File: config.mk
export PLATFORM = sky130hd
export DESIGN_NAME = sap1_controller_flat
export DESIGN_NICKNAME = d
export VERILOG_FILES = /design/src/rtl/sap1_controller_if.sv /design/src/rtl/sap1_controller.sv /design/src/flat_wrapper.sv
export SDC_FILE = /design/constraint.sdc
export NUM_CORES = 1
export LEC_CHECK = 0
export BUFFER_PORTS_ARGS = -buffer_cell sky130_fd_sc_hd__clkbuf_2
export CAP_MARGIN = 25
export CORE_UTILIZATION = 35
export CTS_CLUSTER_DIAMETER = 60
export DETAILED_ROUTE_END_ITERATION = 10
export SKIP_LAST_GASP = 1
export SYNTH_ARGS = -nofsm -noshare
export SYNTH_HDL_FRONTEND = slang
export SYNTH_SLANG_ARGS = --single-unit
File: constraint.sdc
create_clock -name CLK_N -period 2.66 [get_ports CLK_N]
set_input_delay 0.266 -clock CLK_N [delete_from_list [all_inputs] [get_ports CLK_N]]
set_output_delay 0.266 -clock CLK_N [all_outputs]
set_load 0.05 [all_outputs]
File: src/rtl/sap1_controller_if.sv
// ----------------------------------------------------------------------------
// sap1_controller_if
//   Bundle between the SAP-1 controller-sequencer and the datapath it steers.
//
//   Signals
//     OPCODE  IR[7:4], driven by the datapath; must be stable from T4 to T6
//     STEP    advance enable (only when CTRL_SINGLE_STEP_EN is defined)
//     T       one-hot timing state, T[0]=T1 .. T[5]=T6
//     CON     control word {Cp,Ep,LM_N,CE_N,LI_N,EI_N,LA_N,Ea,Su,Eu,LB_N,LO_N}
//     HALT    high once HLT has been decoded, until CLR
//
//   Modports
//     master  the controller: consumes OPCODE/STEP, produces T/CON/HALT
//     slave   the datapath side: the mirror image
//
//   Handshake: there is no valid/ready pair on this bundle. CON is a level
//   that is valid between falling edges of CLK_N. In single-step builds,
//   STEP qualifies each falling edge: the ring moves only when STEP=1.
//
//   Configuration macro: CTRL_SINGLE_STEP_EN adds the STEP signal.
// ----------------------------------------------------------------------------
interface sap1_controller_if #(
  parameter int OPCODE_W = 4
);
  logic [OPCODE_W-1:0] OPCODE;
`ifdef CTRL_SINGLE_STEP_EN
  logic                STEP;
`endif
  logic [5:0]          T;
  logic [11:0]         CON;
  logic                HALT;

`ifdef CTRL_SINGLE_STEP_EN
  modport master (input OPCODE, input STEP, output T, output CON, output HALT);
  modport slave  (output OPCODE, output STEP, input T, input CON, input HALT);
`else
  modport master (input OPCODE, output T, output CON, output HALT);
  modport slave  (output OPCODE, input T, input CON, input HALT);
`endif
endinterface

File: src/rtl/sap1_controller.sv
// ----------------------------------------------------------------------------
// sap1_controller
//   SAP-1 controller-sequencer: a six-state one-hot ring counter (T1..T6)
//   and a combinational control-word decoder. All state changes happen on
//   the falling edge of CLK_N so that the control word settles before the
//   next falling edge, where the datapath registers load from it.
//
//   Ports
//     CLK_N  system clock, state updates on the falling edge
//     CLR    synchronous active-high reset, sampled on the falling edge
//     bus    sap1_controller_if.master: OPCODE/STEP in, T/CON/HALT out.
//            T is the ring state itself and doubles as the state debug view;
//            HALT exposes the halt flag.
//
//   Configuration macro: CTRL_SINGLE_STEP_EN
//     defined   - the ring (and the halt flag) advance only on edges with
//                 STEP=1; CLR works regardless of STEP
//     undefined - the ring advances on every falling edge
// ----------------------------------------------------------------------------
module sap1_controller #(
  parameter int OPCODE_W = 4,
  parameter int T_STATES = 6
) (
  input  logic              CLK_N,
  input  logic              CLR,
  sap1_controller_if.master bus
);

  typedef enum logic [T_STATES-1:0] {
    T1 = 6'b000001,
    T2 = 6'b000010,
    T3 = 6'b000100,
    T4 = 6'b001000,
    T5 = 6'b010000,
    T6 = 6'b100000
  } ring_e;

  localparam logic [OPCODE_W-1:0] OP_LDA = OPCODE_W'(4'b0000);
  localparam logic [OPCODE_W-1:0] OP_ADD = OPCODE_W'(4'b0001);
  localparam logic [OPCODE_W-1:0] OP_SUB = OPCODE_W'(4'b0010);
  localparam logic [OPCODE_W-1:0] OP_OUT = OPCODE_W'(4'b1110);
  localparam logic [OPCODE_W-1:0] OP_HLT = OPCODE_W'(4'b1111);

  // Control words, bit order {Cp,Ep,LM_N,CE_N,LI_N,EI_N,LA_N,Ea,Su,Eu,LB_N,LO_N}
  localparam logic [11:0] CON_IDLE    = 12'h3E3;
  localparam logic [11:0] CON_FETCH1  = 12'h5E3;  // Ep, LM_N
  localparam logic [11:0] CON_FETCH2  = 12'hBE3;  // Cp
  localparam logic [11:0] CON_FETCH3  = 12'h263;  // CE_N, LI_N
  localparam logic [11:0] CON_EI_LM   = 12'h1A3;  // IR address -> MAR
  localparam logic [11:0] CON_CE_LA   = 12'h2C3;  // RAM -> A
  localparam logic [11:0] CON_CE_LB   = 12'h2E1;  // RAM -> B
  localparam logic [11:0] CON_ADD_LA  = 12'h3C7;  // ALU sum -> A
  localparam logic [11:0] CON_SUB_LA  = 12'h3CF;  // ALU difference -> A
  localparam logic [11:0] CON_EA_LO   = 12'h3F2;  // A -> OUT

  ring_e       state_q, state_d;
  logic        halt_q, halt_d;
  ring_e       ring_next;
  logic [11:0] con;
  logic        halt_out;
  logic        hlt_t4;
  logic        advance;

`ifdef CTRL_SINGLE_STEP_EN
  assign advance = bus.STEP;
`else
  assign advance = 1'b1;
`endif

  always_ff @(negedge CLK_N) begin
    if (CLR) begin
      state_q <= T1;
      halt_q  <= 1'b0;
    end else begin
      state_q <= state_d;
      halt_q  <= halt_d;
    end
  end

  always_comb begin
    ring_next = T1;
    con       = CON_IDLE;
    hlt_t4    = 1'b0;
    state_d   = state_q;
    halt_d    = halt_q;
    halt_out  = 1'b0;

    case (state_q)
      T1: begin ring_next = T2; con = CON_FETCH1; end
      T2: begin ring_next = T3; con = CON_FETCH2; end
      T3: begin ring_next = T4; con = CON_FETCH3; end
      T4: begin
        ring_next = T5;
        case (bus.OPCODE)
          OP_LDA, OP_ADD, OP_SUB: con = CON_EI_LM;
          OP_OUT:                 con = CON_EA_LO;
          OP_HLT: begin
            // HLT parks the ring at T4 and raises HALT in the same state.
            ring_next = T4;
            hlt_t4    = 1'b1;
          end
          default:                con = CON_IDLE;
        endcase
      end
      T5: begin
        ring_next = T6;
        case (bus.OPCODE)
          OP_LDA:         con = CON_CE_LA;
          OP_ADD, OP_SUB: con = CON_CE_LB;
          default:        con = CON_IDLE;
        endcase
      end
      T6: begin
        ring_next = T1;
        case (bus.OPCODE)
          OP_ADD:  con = CON_ADD_LA;
          OP_SUB:  con = CON_SUB_LA;
          default: con = CON_IDLE;
        endcase
      end
      // Any non-one-hot value recovers to T1 on the next edge.
      default: begin ring_next = T1; con = CON_IDLE; end
    endcase

    // Once halted the ring freezes and the datapath sees no activity,
    // whatever OPCODE does in the meantime.
    if (halt_q) begin
      ring_next = state_q;
      con       = CON_IDLE;
    end

    halt_out = halt_q | hlt_t4;

    if (advance) begin
      state_d = ring_next;
      halt_d  = halt_q | hlt_t4;
    end

    // CLR masks the outputs combinationally; the flops clear on the edge.
    if (CLR) begin
      state_d  = T1;
      halt_d   = 1'b0;
      con      = CON_IDLE;
      halt_out = 1'b0;
    end
  end

  assign bus.T    = state_q;
  assign bus.CON  = con;
  assign bus.HALT = halt_out;

endmodule

File: src/flat_wrapper.sv
// flat-port wrapper written by rule: the top's interface ports become plain ports
module sap1_controller_flat 
#(
  parameter int OPCODE_W = 4,
  parameter int T_STATES = 6
)
  (CLK_N, CLR, bus_OPCODE, bus_T, bus_CON, bus_HALT);
  sap1_controller_if #(.OPCODE_W(OPCODE_W)) bus_i ();
  input  logic CLK_N;
  input  logic CLR;
  input wire logic [$bits(bus_i.OPCODE)-1:0] bus_OPCODE;
  output wire logic [$bits(bus_i.T)-1:0] bus_T;
  output wire logic [$bits(bus_i.CON)-1:0] bus_CON;
  output wire logic [$bits(bus_i.HALT)-1:0] bus_HALT;
  assign bus_i.OPCODE = bus_OPCODE;
  assign bus_T = bus_i.T;
  assign bus_CON = bus_i.CON;
  assign bus_HALT = bus_i.HALT;
  sap1_controller #(.OPCODE_W(OPCODE_W), .T_STATES(T_STATES)) u_core (.CLK_N(CLK_N), .CLR(CLR), .bus(bus_i));
endmodule
==> impl_results.md, run 1 <==
- Async S/R FF share, synth: 0%
- Area leader, netlist: dfxtp_1
- Worst clock skew: between 0.02 and 0.025 ns
- Total grt overflow: 0
- Vias in the first global route: just under 900
- WL final: between 3000 and 4000 µm
- First-pass GRT wire length: 3860 µm
- Setup Viol. Count Final: 17
- GR Util met1: between 30% and 40%
- Iter 0 DRT Violations: 86
- Worst-path maximum fanout: 3
- Post-synth top cells: a21oi_1, dfxtp_1, o21ai_0, nand2_1
- Met2 GRT Util: 47.1%
- Via Count: 1,116
- H-tree lvl count: 1
- Grt met3 use: roughly 4.5%
- Root Buffer: clkbuf_4
- Std-Cell Core Area: 1590 µm²
- DR WL/cell: about 21 µm
- Yosys cell types: 37
- Mapped Nets: between 90 and 100
- Ports: 25
- Drt pass-1 iters: 4
- Final worst slack: -1.17 ns
- Fin. max-slew vios: 0
- MaxCap Viol Count: 0
- Max IR drop VDD: roughly 680 µV
- Yosys reg bits: 7
- RePlAce Congestion: about 0.87
- Most common flop cell mapped by yosys: dfxtp_1
- Net count, final: 158
- CP Launch Type: register
- Number of clock sinks: 7
- Worst-skew pair later-pin latency: 0.34 ns
- Warning count from the yosys run: 0
- Largest net degree at the start of global routing: 14
- Die area: ~2000 µm²
- Row Count: 14
- Non-Filler Instances: 175
- Top post-synthesis cells by area: dfxtp_1, a21oi_1, o21ai_0, nor2b_1, nand4b_1
- GRT Total Usage: between 20% and 30%
- Failing checks: setup timing
- Filler instances: 39
- Placed cells: 149
- Initial antenna violation count: 0
- Clock Path Buffers: 2
- Endpoints failing hold: 0
- Share of layout cells above drive strength 1: 66.2%
- Post-synth EDFFs: 0
- Power Total: roughly 910 µW
- Worst EP required: 2.39 ns
- Pre-CTS setup slack: -0.814 ns
- Hold WS: a little under 0.7 ns
- Synthesized area: around 630 µm²
- CP Capture Type: primary output
- N_diodes: 0
- CP delay by family, top: simple AND/OR/NAND/NOR gates
- Cell-internal power: ~460 µW
- Starting Density: 39.4%
- Gate power share: between 60 and 70%
- Worst-path cell chain: nor2_4 > or4b_4 > or4b_4 > or2_4 > clkbuf_8
- P&R area growth vs syn: 142%
- Hold depth: 2
- CTS Hold Bufs: 0
- CP max-delay cell: or4b_4
- Sequential cell area: between 150 and 200 µm²
- Via/cell ratio: ~6.4
- Net switching power: 456 µW
- Post-route ant nets: 0
- Clock transition at path regs: 0.05 ns
- Leak pwr: between 0.6 and 0.7 nW
- RSZ-0062 raised after global routing: true
- Switching Share: roughly 50%
- Yosys top cell area share: 22.3%
- Status: complete, but fails checks
- Register share of total power: 17.4%
- Multi-input logic area: between 600 and 700 µm²
- Worst path max stage delay: 0.54 ns
- GR peak layer: met2
- Die H: 44.4 µm
- Die X: roughly 44 µm
- Mean Syn Cell Area: roughly 7.4 µm²
- Sequential-to-total area share from yosys stat: around 22%
- Cell count after synthesis: 85
- Slew at the pin closest to its max-slew limit: between 0.3 and 0.4 ns
- Pwr dens: 601 nW/µm²
- CTS tree: done
- CP arrival: about 3.6 ns
- CTS buffer count: 3
- Port Buf Inserts: 24
- Drt drc: 0
- Hold Crit Class: reg2reg
- Clock share of power: between 15 and 20%
- WP buf/inv: 1
- R2R depth: 7
- Crit Path Category: reg2out
- CP dominant cell by count: or4b_4
- Post-DP HPWL: 1530 µm
- Rel. slew slack: 74.5%
- Total stage count of the critical path: 5
## logic make-up (layout without fill, tap and decap cells)
| kind of cell | count (synthesis) | count (layout) | share of synthesized area (%) |
|---|---|---|---|
| multiplexers | 2 | 2 | 3.19 |
| buffers and inverters | 9 | 75 | 7.17 |
| AND/OR/NAND/NOR | 43 | 43 | 42.8 |
| flip-flops | 7 | 7 | 22.3 |
| AO/OA/AOI/OAI | 20 | 20 | 18.9 |
| XOR/XNOR | 4 | 4 | 5.58 |
## final cells by class
cell class                 instances  share of cell area [%]
multi-input combinational         69                    42.5
timing repair buffer              63                    41.3
sequential                         7                    10.5
clock inverter                     8                    1.98
tap                               24                    1.98
clock buffer                       3                    1.48
inverter                           1                   0.247
## power groups by stage
| stage | clock network (mW) | registers (mW) | logic, mW |
|---|---|---|---|
| final | 0.158 | 0.159 | 0.597 |
| after global routing | 0.172 | 0.160 | 0.622 |
| after CTS | 0.136 | 0.152 | 0.509 |
| after detailed placement | 0.0184 | 0.147 | 0.430 |
| after global placement | 0.0184 | 0.147 | 0.428 |
| after floorplan | 0.0184 | 0.188 | 0.246 |
## cell usage in the layout, fill, tap and decap left out, types with 2 or more instances in the layout
cell type,count
a21oi_1,5
a21oi_4,2
and2_4,2
buf_12,2
buf_4,33
buf_6,5
buf_8,12
clkbuf_2,5
clkbuf_4,4
clkbuf_8,3
dfxtp_4,5
inv_1,9
mux2i_1,2
nand2_1,4
nand4_1,2
nand4b_1,3
nor2_1,3
nor2_4,2
nor2b_1,4
nor3_1,2
nor3_4,3
nor4_4,3
o211ai_1,2
o21ai_0,6
or2_4,2
or4b_4,2
xnor2_1,2
xor2_1,2
## worst min-delay path, cell delays in order, from the launching register on
cell	delay, ns
dfxtp_4	0.39
mux2i_1	0.17
a21oi_1	0.09
## through the flow
stage,util (%),setup TNS (ns),cell area [µm²]
2_1_floorplan,-,-6.78,779
3_3_place_gp,67.5,-6.13,1080
3_5_place_dp,67.5,-6.41,1080
4_1_cts,88.2,-10.35,1410
5_1_grt,95.4,-11.92,1520
6_report,95.4,-11.10,1520
## path summary, 6_finish.rpt
check                  startpoint  slack, ns              end
hold / removal    u_core.bus.T[3]       0.70  u_core.bus.T[3]
setup reg to reg  u_core.bus.T[5]       0.77  u_core.bus.T[4]
setup / recovery  u_core.bus.T[5]      -1.17       bus_CON[6]
hold reg to reg   u_core.bus.T[3]       0.70  u_core.bus.T[3]
## metal layers
layer,up-vias,routed length [µm]
met1,493,1270
met3,50,344
met2,127,1740
met5,-,0
li1,446,-
met4,0,378
## registers in the layout (all words and copies together) (netlist names)
signal / count
u_core.bus.T: 6
u_core.halt_q: 1
## timing repair
item / 4_1_cts / 5_1_grt
setup buffers: 9 / 7
resized for setup: 48 / 25
pin swaps: 9 / 4
setup endpoints to repair: 16 / 19
No activity file was read; power rests on OpenSTA's default activity.
==> run 2, diff against run 1 <==
--- a/config.mk
+++ b/config.mk
@@ -10,6 +10,7 @@
 export CORE_UTILIZATION = 35
 export CTS_CLUSTER_DIAMETER = 60
 export DETAILED_ROUTE_END_ITERATION = 10
+export PLACE_DENSITY = 0.7
 export SKIP_LAST_GASP = 1
 export SYNTH_ARGS = -nofsm -noshare
 export SYNTH_HDL_FRONTEND = slang
==> impl_results.md, run 2 (synthesized netlist as in run 1, its figures left out) <==
- Status: complete, but fails checks
- Failing checks: setup timing
- Post-DP HPWL: 1600 µm (+4.3%)
- Finished Cell Area: 1490 µm² (-1.9%)
- RSZ-0062 raised after global routing: true
- Via/cell ratio: 6.04 (-5.4%)
- Pre-CTS setup slack: -0.842 ns (-0.0279 ns)
- Ports: 25 (unchanged)
- Pwr dens: 611 nW/µm² (+1.6%)
- Std-Cell Core Area: 1590 µm² (unchanged)
- Vias in the first global route: 994 (+13%)
- Most frequent cells in the layout: buf_4, buf_6, inv_1
- Rel. slew slack: 72.4% (-2.2 points)
- Initial antenna violation count: 0 (unchanged)
- CTS buffer count: 3 (unchanged)
- Row Count: 14 (unchanged)
- N_diodes: 0 (unchanged)
- Crit Path Category: reg2out
- Endpoints failing hold: 0 (unchanged)
- CTS Hold Bufs: 0 (unchanged)
- Total grt overflow: 0 (unchanged)
- Max IR drop VDD: 698 µV (+2.5%)
- Worst EP required: 2.39 ns (about the same)
- CP Capture Type: primary output
- Iter 0 DRT Violations: 83 (-3.5%)
- CP Launch Type: register
- Root Buffer: clkbuf_4
- Hold depth: 3 (+1)
- Max FFs per register: 6 (unchanged)
- Hold Crit Class: reg2reg
- Util after Layout: 93.6% (-1.8 points)
- Worst clock skew: 0.0325 ns (+0.00842 ns)
- Drt pass-1 iters: 4 (unchanged)
- Clock transition at path regs: 0.06 ns (about the same)
- R2R depth: 7 (unchanged)
- Placed cells: 150 (+0.67%)
- Via Count: 1,032 (-7.5%)
- Worst r2r src: u_core.bus.T[4]
- Setup Viol. Count Final: 16 (-1)
- Clock Path Buffers: 2 (unchanged)
- Commonest non-fill, non-tap cell in the layout: buf_4
- Starting Density: 39.4% (unchanged)
- Reg2reg end: u_core.bus.T[4]
- Fin. max-slew vios: 0 (unchanged)
- RePlAce Congestion: 0.812 (-6.2%)
- Port Buf Inserts: 24 (unchanged)
- Area after DPL: 1070 µm² (-0.70%)
- First-pass GRT wire length: 5030 µm (+30%)
- Hold path startpoint: u_core.halt_q
- Drt drc: 0 (unchanged)
- Die X: 44.4 µm (unchanged)
- Final worst slack: -1.19 ns (-0.0212 ns)
- Slew at the pin closest to its max-slew limit: 0.413 ns (+0.0322 ns)
- P&R area growth vs syn: 137%
- Net count, final: 154 (-2.5%)
- Share of layout cells above drive strength 1: 63.9% (-2.3 points)
- Reg-to-reg slack, setup: 0.84 ns (+0.07 ns)
- WL final: 4000 µm (+7.2%)
- MaxCap Viol Count: 0 (unchanged)
- CTS tree: done
- Worst-path maximum fanout: 3 (unchanged)
- Hold WS: 0.668 ns (-0.0275 ns)
- Die area: 1970 µm² (unchanged)
- Largest net degree at the start of global routing: 14 (unchanged)
- Non-Filler Instances: 171 (-2.3%)
- GRT Total Usage: 35.8% (+8.2 points)
- Number of clock sinks: 7 (unchanged)
- Die H: 44.4 µm (unchanged)
- Worst-skew pair later-pin latency: 0.37 ns (+0.03 ns)
- CP arrival: 3.59 ns (+0.03 ns)
- Leak pwr: 0.659 nW (-2.4%)
- H-tree lvl count: 1 (unchanged)
- DR WL/cell: 23.4 µm (+9.7%)
- Post-route ant nets: 0 (unchanged)
- Hold Path Sink: u_core.bus.T[4]
==> run 2: worst max-delay path by stage <==
stage,end,from,slack [ns],cells past startpoint
2_1_floorplan,bus_CON[4],u_core.bus.T[4],-0.86,5
3_3_place_gp,bus_CON[6],u_core.bus.T[4],-0.80,5
3_5_place_dp,bus_CON[6],u_core.bus.T[4],-0.84,5
4_1_cts,bus_CON[6],u_core.bus.T[4],-1.14,5
5_1_grt,bus_CON[6],u_core.bus.T[4],-1.23,5
6_report,bus_CON[6],u_core.bus.T[4],-1.19,5
==> run 2: repair_timing <==
action | CTS | global route
setup endpoints to repair | 19 | 19
pin swaps | 11 | 6
resized for setup | 57 | 16
cloned | 0 | 0
setup buffers | 7 | 5
==> run 2: final cells by class <==
class / instances / area [µm²]
Multi-Input combinational cell: 69 / 626
Timing Repair Buffer: 59 / 619
Sequential cell: 7 / 160
Fill cell: 50 / 103
Clock inverter: 8 / 30.0
Tap cell: 24 / 30.0
Clock buffer: 3 / 22.5
Inverter: 1 / 3.75
==> run 2: critical path, cell delays in order (launching register included) <==
cell	delay [ns]
dfxtp_4	0.36
nor2_4	0.11
or4b_4	0.47
or4b_4	0.54
or2_4	0.25
clkbuf_8	0.17
==> run 2: where the power goes <==
| part | internal (mW) | leakage (nW) | switching, mW |
|---|---|---|---|
| registers | 0.124 | 0.0607 | 0.0333 |
| clock network | 0.0688 | 0.0564 | 0.0985 |
| logic | 0.249 | 0.542 | 0.338 |
==> run 2: metal layers <==
metal,GRT usage (%),up-vias,share of wire (%)
li1,-,435,-
met1,40.0,478,36
met2,63.5,91,49
met3,5.31,28,8.5
met4,21.2,0,6.0
met5,0,-,0
==> run 2: through the flow <==
stage | TNS (ns) | total power [mW]
global placement | -6.17 | 0.589
detailed placement | -6.55 | 0.595
floorplan | -6.78 | 0.453
CTS | -10.34 | 0.808
finish | -11.38 | 0.911
global route | -12.01 | 0.934
